`config.mk`:
```
export PLATFORM = sky130hd
export DESIGN_NAME = univ_shiftreg
export DESIGN_NICKNAME = d
export VERILOG_FILES = /design/src/rtl/univ_shiftreg.sv
export SDC_FILE = /design/constraint.sdc
export NUM_CORES = 1
export LEC_CHECK = 0
export CORE_UTILIZATION = 35
export DETAILED_ROUTE_END_ITERATION = 16
export SLEW_MARGIN = 5
export SYNTH_ARGS = -nofsm -noshare
export SYNTH_HDL_FRONTEND = slang
export SYNTH_SLANG_ARGS = --single-unit
```
`constraint.sdc`:
```
create_clock -name c -period 1.7 [get_ports c]
set_input_delay 0.51 -clock c [delete_from_list [all_inputs] [get_ports c]]
set_output_delay 0.51 -clock c [all_outputs]
set_load 0.03 [all_outputs]
```
`src/rtl/univ_shiftreg.sv`:
```
// Universal shift register: parallel load plus multi-step rotate/shift/arith-shift sequencer.
// Optional parity output `par` enabled by defining UNIV_SHIFTREG_PARITY_EN.
module univ_shiftreg #(
    parameter int unsigned WIDTH = 8,
    parameter int unsigned CNT_W = $clog2(WIDTH) + 1
) (
    input  logic             c,
    input  logic             rst_n,
    input  logic             load,
    input  logic [WIDTH-1:0] d,
    input  logic             start,
    input  logic [2:0]       mode,
    input  logic [CNT_W-1:0] amt,
    input  logic             si,
    output logic [WIDTH-1:0] q,
    output logic             busy,
    output logic             done
`ifdef UNIV_SHIFTREG_PARITY_EN
    ,
    output logic             par
`endif
);

    typedef enum logic [1:0] {
        IDLE = 2'b00,
        RUN  = 2'b01,
        DONE = 2'b10
    } state_t;

    typedef enum logic [2:0] {
        OP_HOLD = 3'b000,
        OP_ROL  = 3'b001,
        OP_ROR  = 3'b010,
        OP_SHL  = 3'b011,
        OP_SHR  = 3'b100,
        OP_ASR  = 3'b101,
        OP_RSV6 = 3'b110,
        OP_RSV7 = 3'b111
    } op_t;

    state_t           state;
    state_t           state_nx;
    op_t              op_r;
    logic [CNT_W-1:0] cnt;
    logic [WIDTH-1:0] step;

    always_ff @(posedge c or negedge rst_n) begin
        if (!rst_n) begin
            state <= IDLE;
        end else begin
            state <= state_nx;
        end
    end

    // Load wins over start everywhere, and in RUN it also aborts without a done pulse.
    always_comb begin
        state_nx = state;
        case (state)
            IDLE, DONE: begin
                if (load) begin
                    state_nx = IDLE;
                end else if (start) begin
                    state_nx = (amt != '0) ? RUN : DONE;
                end else begin
                    state_nx = IDLE;
                end
            end
            RUN: begin
                if (load) begin
                    state_nx = IDLE;
                end else if (cnt == CNT_W'(1)) begin
                    state_nx = DONE;
                end
            end
            default: state_nx = IDLE;
        endcase
    end

    always_comb begin
        busy = (state == RUN);
        done = (state == DONE);
    end

    always_comb begin
        step = q;
        case (op_r)
            OP_ROL:  step = {q[WIDTH-2:0], q[WIDTH-1]};
            OP_ROR:  step = {q[0], q[WIDTH-1:1]};
            OP_SHL:  step = {q[WIDTH-2:0], si};
            OP_SHR:  step = {si, q[WIDTH-1:1]};
            OP_ASR:  step = {q[WIDTH-1], q[WIDTH-1:1]};
            default: step = q;
        endcase
    end

    always_ff @(posedge c or negedge rst_n) begin
        if (!rst_n) begin
            q    <= '0;
            cnt  <= '0;
            op_r <= OP_HOLD;
        end else if (load) begin
            q <= d;
        end else if (state != RUN) begin
            if (start) begin
                op_r <= op_t'(mode);
                cnt  <= amt;
            end
        end else begin
            q   <= step;
            cnt <= cnt - CNT_W'(1);
        end
    end

`ifdef UNIV_SHIFTREG_PARITY_EN
    assign par = ^q;
`endif

endmodule

```
# After elaboration in Yosys (flattened, before gate mapping)
# Index checks and enable logic that the tools add are counted.
# totals
in_bits	20
latchBits	0
ff_bits	17
memories	0
ramBits	0
mem_bits_ro	0
elab_cells	40
out_inout_bits	10
# classes
order_cmp	0
bitwise_logic	1
n_mul	0
n_addsub	1
n_eq_ne	13
n_reduce_logical	9
shift	0
muxes	11
div	0
# op_table
cell	count
$pmux W8 S5	1
$mux W8	2
$mux W2	5
$mux W4	2
$eq A3 B2 Y1 const B	2
$eq A3 B3 Y1 const B	2
$ne A2 B2 Y1 const B	3
$reduce_and A3 Y1	2
$reduce_bool A6 Y1	1
$reduce_bool A5 Y1	1
$eq A4 B1 Y1 const B	1
$pmux W2 S2	1
$reduce_and A2 Y1	2
$reduce_bool A4 Y1	1
$sub A4 B1 Y4 const B	1
$eq A3 B1 Y1 const B	1
$ne A3 B2 Y1 const B	1
$eq A2 B1 Y1 const B	1
$eq A2 B2 Y1 const B	1
$logic_not A2 Y1	1
$ne A2 B1 Y1 const B	1
$reduce_or A2 Y1	1
$not A1 Y1	1

# Depth between registers and ports, before layout
# depth
word_depth	5
depth_mapped	6
mapped_depth_nobuf	5

# Worst setup path before layout
# No wires, ideal clock.
# synth_path
path_type	register to register
startpoint	register state[0]
endpoint	register op_r[0]
path_slack_ns	0.219
n_path_buf	1
path_stages_with_launch	6
setup_ns	0.125
arrival_ns	1.357
synth_period_minus_slack_ns	1.481
t_required_ns	1.575
path_cell_list	dfrtp_1 > nand2b_1 > buf_6 > inv_2 > nor3_1 > mux2_2
# synth_via
elab_chain_len	2
# synth_rtl
element	line	rtl
from (decl)	41	state_t state;
from (signal assigned)	51	state <= state_nx;
$ne A2 B1 Y1	103	end else if (state != RUN) begin
$reduce_and A3 Y1 (no line)	n/a	
to (signal assigned)	105	op_r <= op_t'(mode);
to (decl)	43	op_t op_r;
# Every way passes these cells.
# A chain may end at the register's enable or synchronous reset.

# Worst setup path after layout
# layout_path
startpoint	register q[5]
endpoint	output q[5]
# layout_rtl
element	line	rtl
from (decl)	15	output logic [WIDTH-1:0] q,
from (signal assigned)	109	q <= step;
# No word-level cell between the ends.

==> impl_metrics.toml <==
[setup_path]
critPathTopFamily = "flip-flops"
setup.worst_path.start_class = "register"
reg2reg_to = "q[1]"
cp_slowest_stage_delay_ns = 0.42
crit_path_end_kind = "output port"
cp.required_ns = 1.19
cp_max_fo = 4
r2r_start = "op_r[1]"
crit_buf_inv = 1
arrival_ns = 1.15
slowest_stage = "dfrtp_1"
r2r_cells = 4
critPathKind = "reg2out"
ff2ff_setup_slack_ns = 0.19
cp_cell_sequence = "dlygate4sd2_1"

[global_routing]
grt_pass1_vias = 1014
grt_max_degree = 18
grt_use_total_pct = 18.8
grt_pass1_wl_mm = 4.65
grt_overflow_total = 0
antenna_found_initial = 0

[run]
maxCapViolations = 0

[logic_synthesis]
synth_top_family_by_area = "compound AO/OA/AOI/OAI gates"
synth_fa_ha_area_share_pct = 2.44
yosys.area_share.simple_pct = 15.1
synth_area_mm2 = 0.00102
synth-edff-count = 0
synth_ff_type = "dfrtp_1"
synthArstFlopShare_pct = 100
yosysWarnings = 0
synthXorXnorAreaFrac_pct = 0
synth.area.mux_share_pct = 11.2
syn-num-nets = 128
synthCells = 106
synth.avg_cell_area_um2 = 9.67
yosys.cell_types.count = 33
synth_compound_area_share_pct = 22.2
ys_ff_latch = 17
yosysSeqAreaShare_pct = 41.5

[timing]
period_needed_ns = 1.66
slew-limit-headroom_pct = 72.7
setup_ws_ns = 0.0426
whs_ns = 0.521
setup-violations-final = 0
tightest_slew_ns = 0.405
hold_viol = 0
clock_skew_ns = 0.0124
slew_viol_final = 0
clock.fmax_ghz = 0.603
rsz0062_at_grt = "false"
post-route-period-util_pct = 97.5

[clocking]
cts_tree = "built"
path_clk_slew_ns = 0.11
htree_levels = 1
cts_sinks = 17
worstSkewPairLatency_ns = 0.31
cts_made_buffers = 3
cts_buffer_depth = 2
root_buffer = "clkbuf_4"

[floorplanning]
io_pins = 30
die_w_um = 56.1
row_count = 19
start_util_pct = 37.2
fp.dieArea_mm2 = 0.00315
die_h_um = 56.1
core_area_mm2 = 0.00276

[finish]
multiInputGateArea_um2 = 526
regArea_um2 = 425
num_antenna_cells = 0
area_growth_pct = 40.4
final_cell_mix = "clkdlybuf4s50_1 (19), buf_4 (18), dfrtp_1 (17)"
fillers = 268
drive_gt1_share_pct = 20.8
layout_commonest_cell = "clkdlybuf4s50_1"
fin_area_mm2 = 0.00144
nets = 172

[drt]
viasPerCell = 5.39
drt-initial-drc-count = 30
dr.pass1.iters = 4
vias = 971
wl_per_cell_um = 14.8
drc = 0
routed_wl_mm = 2.67
detail-route-antenna-nets = 0

[placement]
placed_cell_area_mm2 = 0.00141
dp_hpwl_mm = 2.00
numPortBuffers = 29
post-place-ws_ns = -0.170
gp_congestion = 0.837

[power]
ir_drop_mv = 0.693
p_per_area_mw_per_mm2 = 1050
leakage_nw = 0.652

[outcome]
status = "completed"

[worst_hold_path]
holdCritPathClass = "in2async"
==> routing by layer <==
metal,vias to the layer above,track usage [%],share of wire (%)
li1,474,-,-
met3,4,3.95,5.5
met4,0,5.23,0.94
met2,29,32.0,49
met1,464,24.0,45
met5,-,0,0
==> registers in the layout (all words and copies together) (netlist names) <==
signal and count:
op_r 3, cnt 4, q 8, state 2
==> repair_timing <==
action / in CTS / in global routing
buffers inserted: 1 / 0
resized for setup: 8 / 1
endpoints found under the setup margin: 9 / 1
hold buffers: 0 / 0
==> cell families (layout without fill, tap and decap cells) <==
family / Yosys count / count (layout)
compound gates: 34 / 34
simple gates: 29 / 29
flops: 17 / 17
buf+inv: 13 / 56
mux: 11 / 11
fa+ha+maj: 2 / 2
==> layout make-up <==
| class | instances | area share, % |
|---|---|---|
| Multi-Input combinational cell | 76 | 36.5 |
| Clock buffer | 3 | 1.57 |
| Timing Repair Buffer | 45 | 27.5 |
| Sequential cell | 17 | 29.6 |
| Inverter | 7 | 1.83 |
| Clock inverter | 1 | 0.348 |
| Tap cell | 31 | 2.70 |
==> stage by stage <==
stage	util, %	setup TNS (ns)	power, mW	cells
after floorplan	-	0	1.05	106
after global placement	51.2	-0.958	1.28	175
after detailed placement	51.2	-1.38	1.30	175
after CTS	52.1	0	1.51	180
after global routing	52.2	0	1.61	180
final	52.2	0	1.50	180
==> cell usage after synthesis, types with 2 or more instances <==
master    number  area share, %
nor3_1         3            1.5
o21ai_0       14            6.8
mux2i_1        7            6.8
nor3b_1        2            1.5
a22oi_1        8            5.9
dfrtp_1       17             42
nand2_1        6            2.2
inv_1          6            2.2
buf_6          3            3.3
a21oi_1        3            1.5
nor4b_1        2            1.7
mux2_2         4            4.4
a211oi_1       2            1.5
ha_1           2            2.4
nor2b_1        2            1.2
nor2_1         8            2.9
==> power by group <==
part / leakage [nW] / internal (mW) / switching (mW)
Clock: 0.0177 / 0.0878 / 0.142
Sequential: 0.207 / 0.494 / 0.104
Combinational: 0.426 / 0.321 / 0.355
==> worst max path at each step <==
stage / from / to / cells after the start
after global placement: start / op_r[2] / 5
after CTS: q[2] / q[2] / 1
after detailed placement: si / q[0] / 5
after floorplan: state[0] / op_r[0] / 5
final: q[5] / q[5] / 1
after global routing: q[3] / q[3] / 1
Note: power is estimated with default switching activity, not from simulation.
